<file path="src/rtl/main_fsm.sv">
// Multicycle control sequencer for the shared ARM datapath. This is a Moore FSM with a
// memory-ready handshake. A bounded wait counter sends the FSM into a sticky FAULT state
// when memory does not respond in time.
module main_fsm #(
    parameter int unsigned MEM_TIMEOUT = 15
) (
    input  logic       clk,
    input  logic       reset,
    input  logic [1:0] Op,
    input  logic [5:0] Funct,
    input  logic       MemReady,
    output logic       IRWrite,
    output logic       AdrSrc,
    output logic [1:0] ALUSrcA,
    output logic [1:0] ALUSrcB,
    output logic [1:0] ResultSrc,
    output logic       ALUOp,
    output logic       NextPC,
    output logic       Branch,
    output logic       RegW,
    output logic       MemW,
    output logic       Fault,
    output logic [3:0] State
);

    localparam int unsigned CntW = $clog2(MEM_TIMEOUT + 1);
    localparam logic [CntW-1:0] TimeoutVal = CntW'(MEM_TIMEOUT);

    typedef enum logic [3:0] {
        StFetch    = 4'd0,
        StDecode   = 4'd1,
        StMemAdr   = 4'd2,
        StMemRead  = 4'd3,
        StMemWb    = 4'd4,
        StMemWrite = 4'd5,
        StExecR    = 4'd6,
        StExecI    = 4'd7,
        StAluWb    = 4'd8,
        StBranch   = 4'd9,
        StFault    = 4'd10
    } state_e;

    state_e          state_q, state_d;
    state_e          dec_state;
    logic [CntW-1:0] cnt_q, cnt_d;
    logic            mem_wait;

    // Only I (bit 5) and L (bit 0) steer the sequence; the rest belong to the ALU decoder.
    logic unused_funct;
    assign unused_funct = ^Funct[4:1];

    // State and wait-counter registers with synchronous reset.
    always_ff @(posedge clk) begin
        if (reset) begin
            state_q <= StFetch;
            cnt_q   <= '0;
        end else begin
            state_q <= state_d;
            cnt_q   <= cnt_d;
        end
    end

    // Next-state logic. A memory state that is still waiting either counts or times out.
    always_comb begin
        state_d  = state_q;
        cnt_d    = '0;
        mem_wait = 1'b0;
        case (state_q)
            StFetch: begin
                if (MemReady) state_d = StDecode;
                else          mem_wait = 1'b1;
            end
            StDecode: begin
                case (Op)
                    2'b00:   state_d = Funct[5] ? StExecI : StExecR;
                    2'b01:   state_d = StMemAdr;
                    2'b10:   state_d = StBranch;
                    default: state_d = StFault;
                endcase
            end
            StMemAdr:   state_d = Funct[0] ? StMemRead : StMemWrite;
            StMemRead: begin
                if (MemReady) state_d = StMemWb;
                else          mem_wait = 1'b1;
            end
            StMemWrite: begin
                if (MemReady) state_d = StFetch;
                else          mem_wait = 1'b1;
            end
            StMemWb:    state_d = StFetch;
            StAluWb:    state_d = StFetch;
            StBranch:   state_d = StFetch;
            StExecR:    state_d = StAluWb;
            StExecI:    state_d = StAluWb;
            StFault:    state_d = StFault;
            default:    state_d = StFault;
        endcase
        // A MemReady in the limit cycle never reaches this branch, so it wins over the timeout.
        if (mem_wait) begin
            if (cnt_q == TimeoutVal) begin
                state_d = StFault;
            end else begin
                // Saturates at TimeoutVal, so it cannot wrap.
                cnt_d = cnt_q + CntW'(1);
            end
        end
    end

    // While reset is held, outputs show the FETCH decode so that a stale write request cannot leak.
    assign dec_state = reset ? StFetch : state_q;

    // Moore output decode. IRWrite and NextPC also follow MemReady, but only in FETCH.
    always_comb begin
        IRWrite   = 1'b0;
        AdrSrc    = 1'b0;
        ALUSrcA   = 2'b00;
        ALUSrcB   = 2'b00;
        ResultSrc = 2'b00;
        ALUOp     = 1'b0;
        NextPC    = 1'b0;
        Branch    = 1'b0;
        RegW      = 1'b0;
        MemW      = 1'b0;
        Fault     = 1'b0;
        case (dec_state)
            StFetch: begin
                ALUSrcA   = 2'b01;
                ALUSrcB   = 2'b10;
                ResultSrc = 2'b10;
                IRWrite   = MemReady;
                NextPC    = MemReady;
            end
            StDecode: begin
                ALUSrcA   = 2'b01;
                ALUSrcB   = 2'b10;
                ResultSrc = 2'b10;
            end
            StMemAdr: begin
                ALUSrcB = 2'b01;
            end
            StMemRead: begin
                AdrSrc = 1'b1;
            end
            StMemWb: begin
                ResultSrc = 2'b01;
                RegW      = 1'b1;
            end
            StMemWrite: begin
                AdrSrc = 1'b1;
                MemW   = 1'b1;
            end
            StExecR: begin
                ALUOp = 1'b1;
            end
            StExecI: begin
                ALUSrcB = 2'b01;
                ALUOp   = 1'b1;
            end
            StAluWb: begin
                RegW = 1'b1;
            end
            StBranch: begin
                ALUSrcA   = 2'b10;
                ALUSrcB   = 2'b01;
                ResultSrc = 2'b10;
                Branch    = 1'b1;
            end
            StFault: begin
                Fault = 1'b1;
            end
            default: begin
            end
        endcase
    end

    assign State = state_q;

endmodule

</file>
<file path="config.mk">
export PLATFORM = sky130hd
export DESIGN_NAME = main_fsm
export DESIGN_NICKNAME = d
export VERILOG_FILES = /design/src/rtl/main_fsm.sv
export SDC_FILE = /design/constraint.sdc
export NUM_CORES = 1
export LEC_CHECK = 0
export BUFFER_PORTS_ARGS = -buffer_cell sky130_fd_sc_hd__buf_2
export CAP_MARGIN = 25
export CORE_MARGIN = 3
export CORE_UTILIZATION = 48
export CTS_CLUSTER_DIAMETER = 120
export DETAILED_ROUTE_END_ITERATION = 6
export HOLD_SLACK_MARGIN = 0.15
export PLACE_DENSITY_LB_ADDON = 0.3
export SLEW_MARGIN = 15
export SYNTH_ARGS = -nofsm -noshare
export SYNTH_HDL_FRONTEND = slang
export SYNTH_SLANG_ARGS = --single-unit
</file>
<file path="constraint.sdc">
create_clock -name clk -period 2.9 [get_ports clk]
set_input_delay 0.145 -clock clk [delete_from_list [all_inputs] [get_ports clk]]
set_output_delay 0.145 -clock clk [all_outputs]
set_load 0.05 [all_outputs]
</file>
==> summary.md <==
| Metric | Value |
|---|---|
| Post-Synthesis Cells | `86` |
| Worst min path class | `in -> reg` |
| Largest area contributor in the netlist | `dfxtp_1` |
| R2r setup slk | `around 1.1 ns` |
| Slowest CP cell | `dfxtp_1` |
| Vias | `roughly 700` |
| FFs w/ async S/R, synth | `0%` |
| CTS sink cnt | `8` |
| Row cnt | `12` |
| Final Hold Viols | `0` |
| Total Routing Usage GR | `between 10% and 20%` |
| Cell area power density | `between 400 and 500 nW/um2` |
| Worst Reg-to-Reg Cells | `3` |
| Worst Setup EP | `ALUSrcB[0]` |
| Multi-input logic area | `~450 um2` |
| RePlAce Congestion | `~0.8` |
| Largest net degree at the start of global routing | `20` |
| Largest stage delay, worst path | `about 0.66 ns` |
| Worst Setup SP | `State[1]` |
| CTS Hold Buffers Added | `0` |
| Unique masters post-synth | `38` |
| Slew Viols, Final | `0` |
| Clk buf depth | `2` |
| FF-to-FF Start | `State[0]` |
| DIE HEIGHT | `42.9 um` |
| Worst skew pair latency | `about 0.25 ns` |
| Post-route cell area | `approximately 780 um2` |
| RSZ-0062 raised after global routing | `no` |
| Leakage | `approximately 0.36 nW` |
| Synthesized net count | `98` |
| Routed len/inst | `around 13 um` |
| Initial Util | `55.0%` |
| Critical R2R Capture | `State[0]` |
| First-pass GRT wire length | `roughly 2700 um` |
| Reg area | `approximately 160 um2` |
| DR iter-0 viols | `5` |
| Critical path depth in cells | `5` |
| Commonest cells after routing, fill and taps aside | `buf_2, nor2_1, dfxtp_1` |
| DP Area | `761 um2` |
| # Max-Cap Violations | `0` |
| Top Ports | `29` |
| Kind of critical path | `reg -> out` |
| Routed wire length | `roughly 1600 um` |
| Register area share after synthesis | `24.6%` |
| TNS Setup | `0 ns` |
| Total Power | `0.000358 W` |
| DRT antenna net count | `0` |
| Number of synthesized flops with an enable pin | `0` |
| Worst EP required | `between 2 and 3 ns` |
| DP Wirelength | `approximately 1200 um` |
| Filler instances | `around 110` |
| Worst-path clk slew | `around 0.050 ns` |
| Final setup vio count | `0` |
| Antenna cells | `0` |
| Cts repair resizes | `0` |
| Period utilization | `around 72%` |
| Root Buffer | `clkbuf_4` |
| H-Tree Level Count | `1` |
| Setup bufs post-CTS | `0` |
| Worst path buffer plus inverter count | `1` |
| Layout Nets | `approximately 120` |
| DP Cell Count | `116` |
| Fmax | `about 0.48 GHz` |
| Area added between synthesis and finish | `20.2%` |
| Yosys Warn Count | `0` |
| Top cells by area, synth | `dfxtp_1, nor2_1, xor2_1` |
| Max FO, Critical Path | `17` |
| Fin Clk Skew | `0.00246 ns` |
| Synth Area per Inst | `about 7.6 um2` |
| Vias in the first global route | `between 600 and 700` |
| Vias/cell | `~5.9` |
| Die area | `1840 um2` |
| CTS Buf Count | `3` |
| DRC viols | `0` |
| Crit. End Element | `output port` |
| Number of synthesized register bits | `8` |
| Outcome | `finished, final reports clean` |
| Total grt overflow | `0` |
| Maximum VDD drop | `0.392 mV` |
| Startpoint types | `flop` |
| Max_slew headroom | `between 50 and 60%` |
| Share of Yosys cell area claimed by the top area cell type | `around 25%` |
| Worst-path cell chain | `or3b_2 -> a21oi_1 -> a31oi_1 -> nor2_1 -> buf_2` |
| Mapped cell area | `roughly 650 um2` |
| Most common cell after layout, fill and taps aside | `buf_2` |
| Tmin final | `2.09 ns` |
| Initial antenna violation count | `0` |
| Layout Utilization | `between 60 and 70%` |
| Core area | `between 1000 and 1500 um2` |
| PortBufs | `24` |
| Worst endpoint data arrival time | `1.95 ns` |
| Synth Flop Type | `dfxtp_1` |
| Critical path's top delay family | `flip-flops` |
| Worst Max-Slew Pin Slew | `around 0.61 ns` |
| Die W | `42.9 um` |
| CTS tree | `yes` |
| Share of cells above drive strength 1 | `between 30% and 40%` |
| Post-route insts no fill | `between 100 and 150` |
| DRT Pass-1 Iters | `4` |
==> power breakdown <==
group | leakage [nW] | internal (W) | total (W) | switching, W
logic | 0.281 | 0.0000441 | 0.000138 | 0.0000944
registers | 0.0652 | 0.000117 | 0.000140 | 0.0000230
clock network | 0.0138 | 0.0000470 | 0.0000799 | 0.0000329
==> kinds of logic (layout without fill, tap and decap cells) <==
family	count (synthesis)	after routing	share of synthesized area, %
flops	8	8	24.6
fa+ha+maj	1	1	1.92
mux	2	2	3.07
xor+xnor	5	5	6.72
compound gates	14	14	16.5
buf+inv	11	30	8.06
simple gates	45	45	39.2
==> per-stage QoR <==
stage	worst slack, ns	hold slack [ns]
2_1_floorplan	0.151	0.333
3_3_place_gp	1.09	0.433
3_5_place_dp	1.08	0.440
4_1_cts	0.794	0.221
5_1_grt	0.643	0.239
6_report	0.806	0.225
==> final cells by class <==
type | count | share of cell area (%)
flip-flops and latches | 8 | 20.4
inverters | 3 | 1.44
multi-input cells | 67 | 57.7
well taps | 14 | 2.24
repair buffers | 24 | 15.3
clock buffers | 3 | 2.88
==> flip-flops by register name (all words and copies together) (netlist names) <==
name   cells
cnt_q      4
State      4
==> synth_stat cells (3+ instances only) <==
library cell	n
and3_1	3
buf_2	3
dfxtp_1	8
inv_1	3
nand2_1	3
nand2b_1	4
nand3_1	5
nor2_1	11
nor4_1	4
xor2_1	3
==> per-layer routing <==
layer	track usage, %	vias to the layer above	routed length [um]	part of all wire, %
met5	0	-	0	0
met3	8.90	2	146	9.2
met1	24.5	320	722	45
li1	-	350	-	-
met4	4.97	0	16	1.0
met2	29.0	31	704	44
==> worst reg2reg max path, cell delays in order (launching register included) <==
cell and delay, ns:
dfxtp_1 0.67, nand2b_1 0.25, or4_1 0.58, a211oi_1 0.26
==> worst min path at each step <==
stage                        start  endpoint  slack, ns  cells after the start
final                        Op[1]  State[3]       0.23                      3
after CTS                    Op[1]  State[3]       0.22                      3
after detailed placement  cnt_q[0]  cnt_q[0]       0.44                      1
after global routing         Op[0]  State[0]       0.24                      3
after floorplan              Op[1]  State[3]       0.33                      2
after global placement    cnt_q[0]  cnt_q[0]       0.43                      1
(Power assumes the default switching activity.)
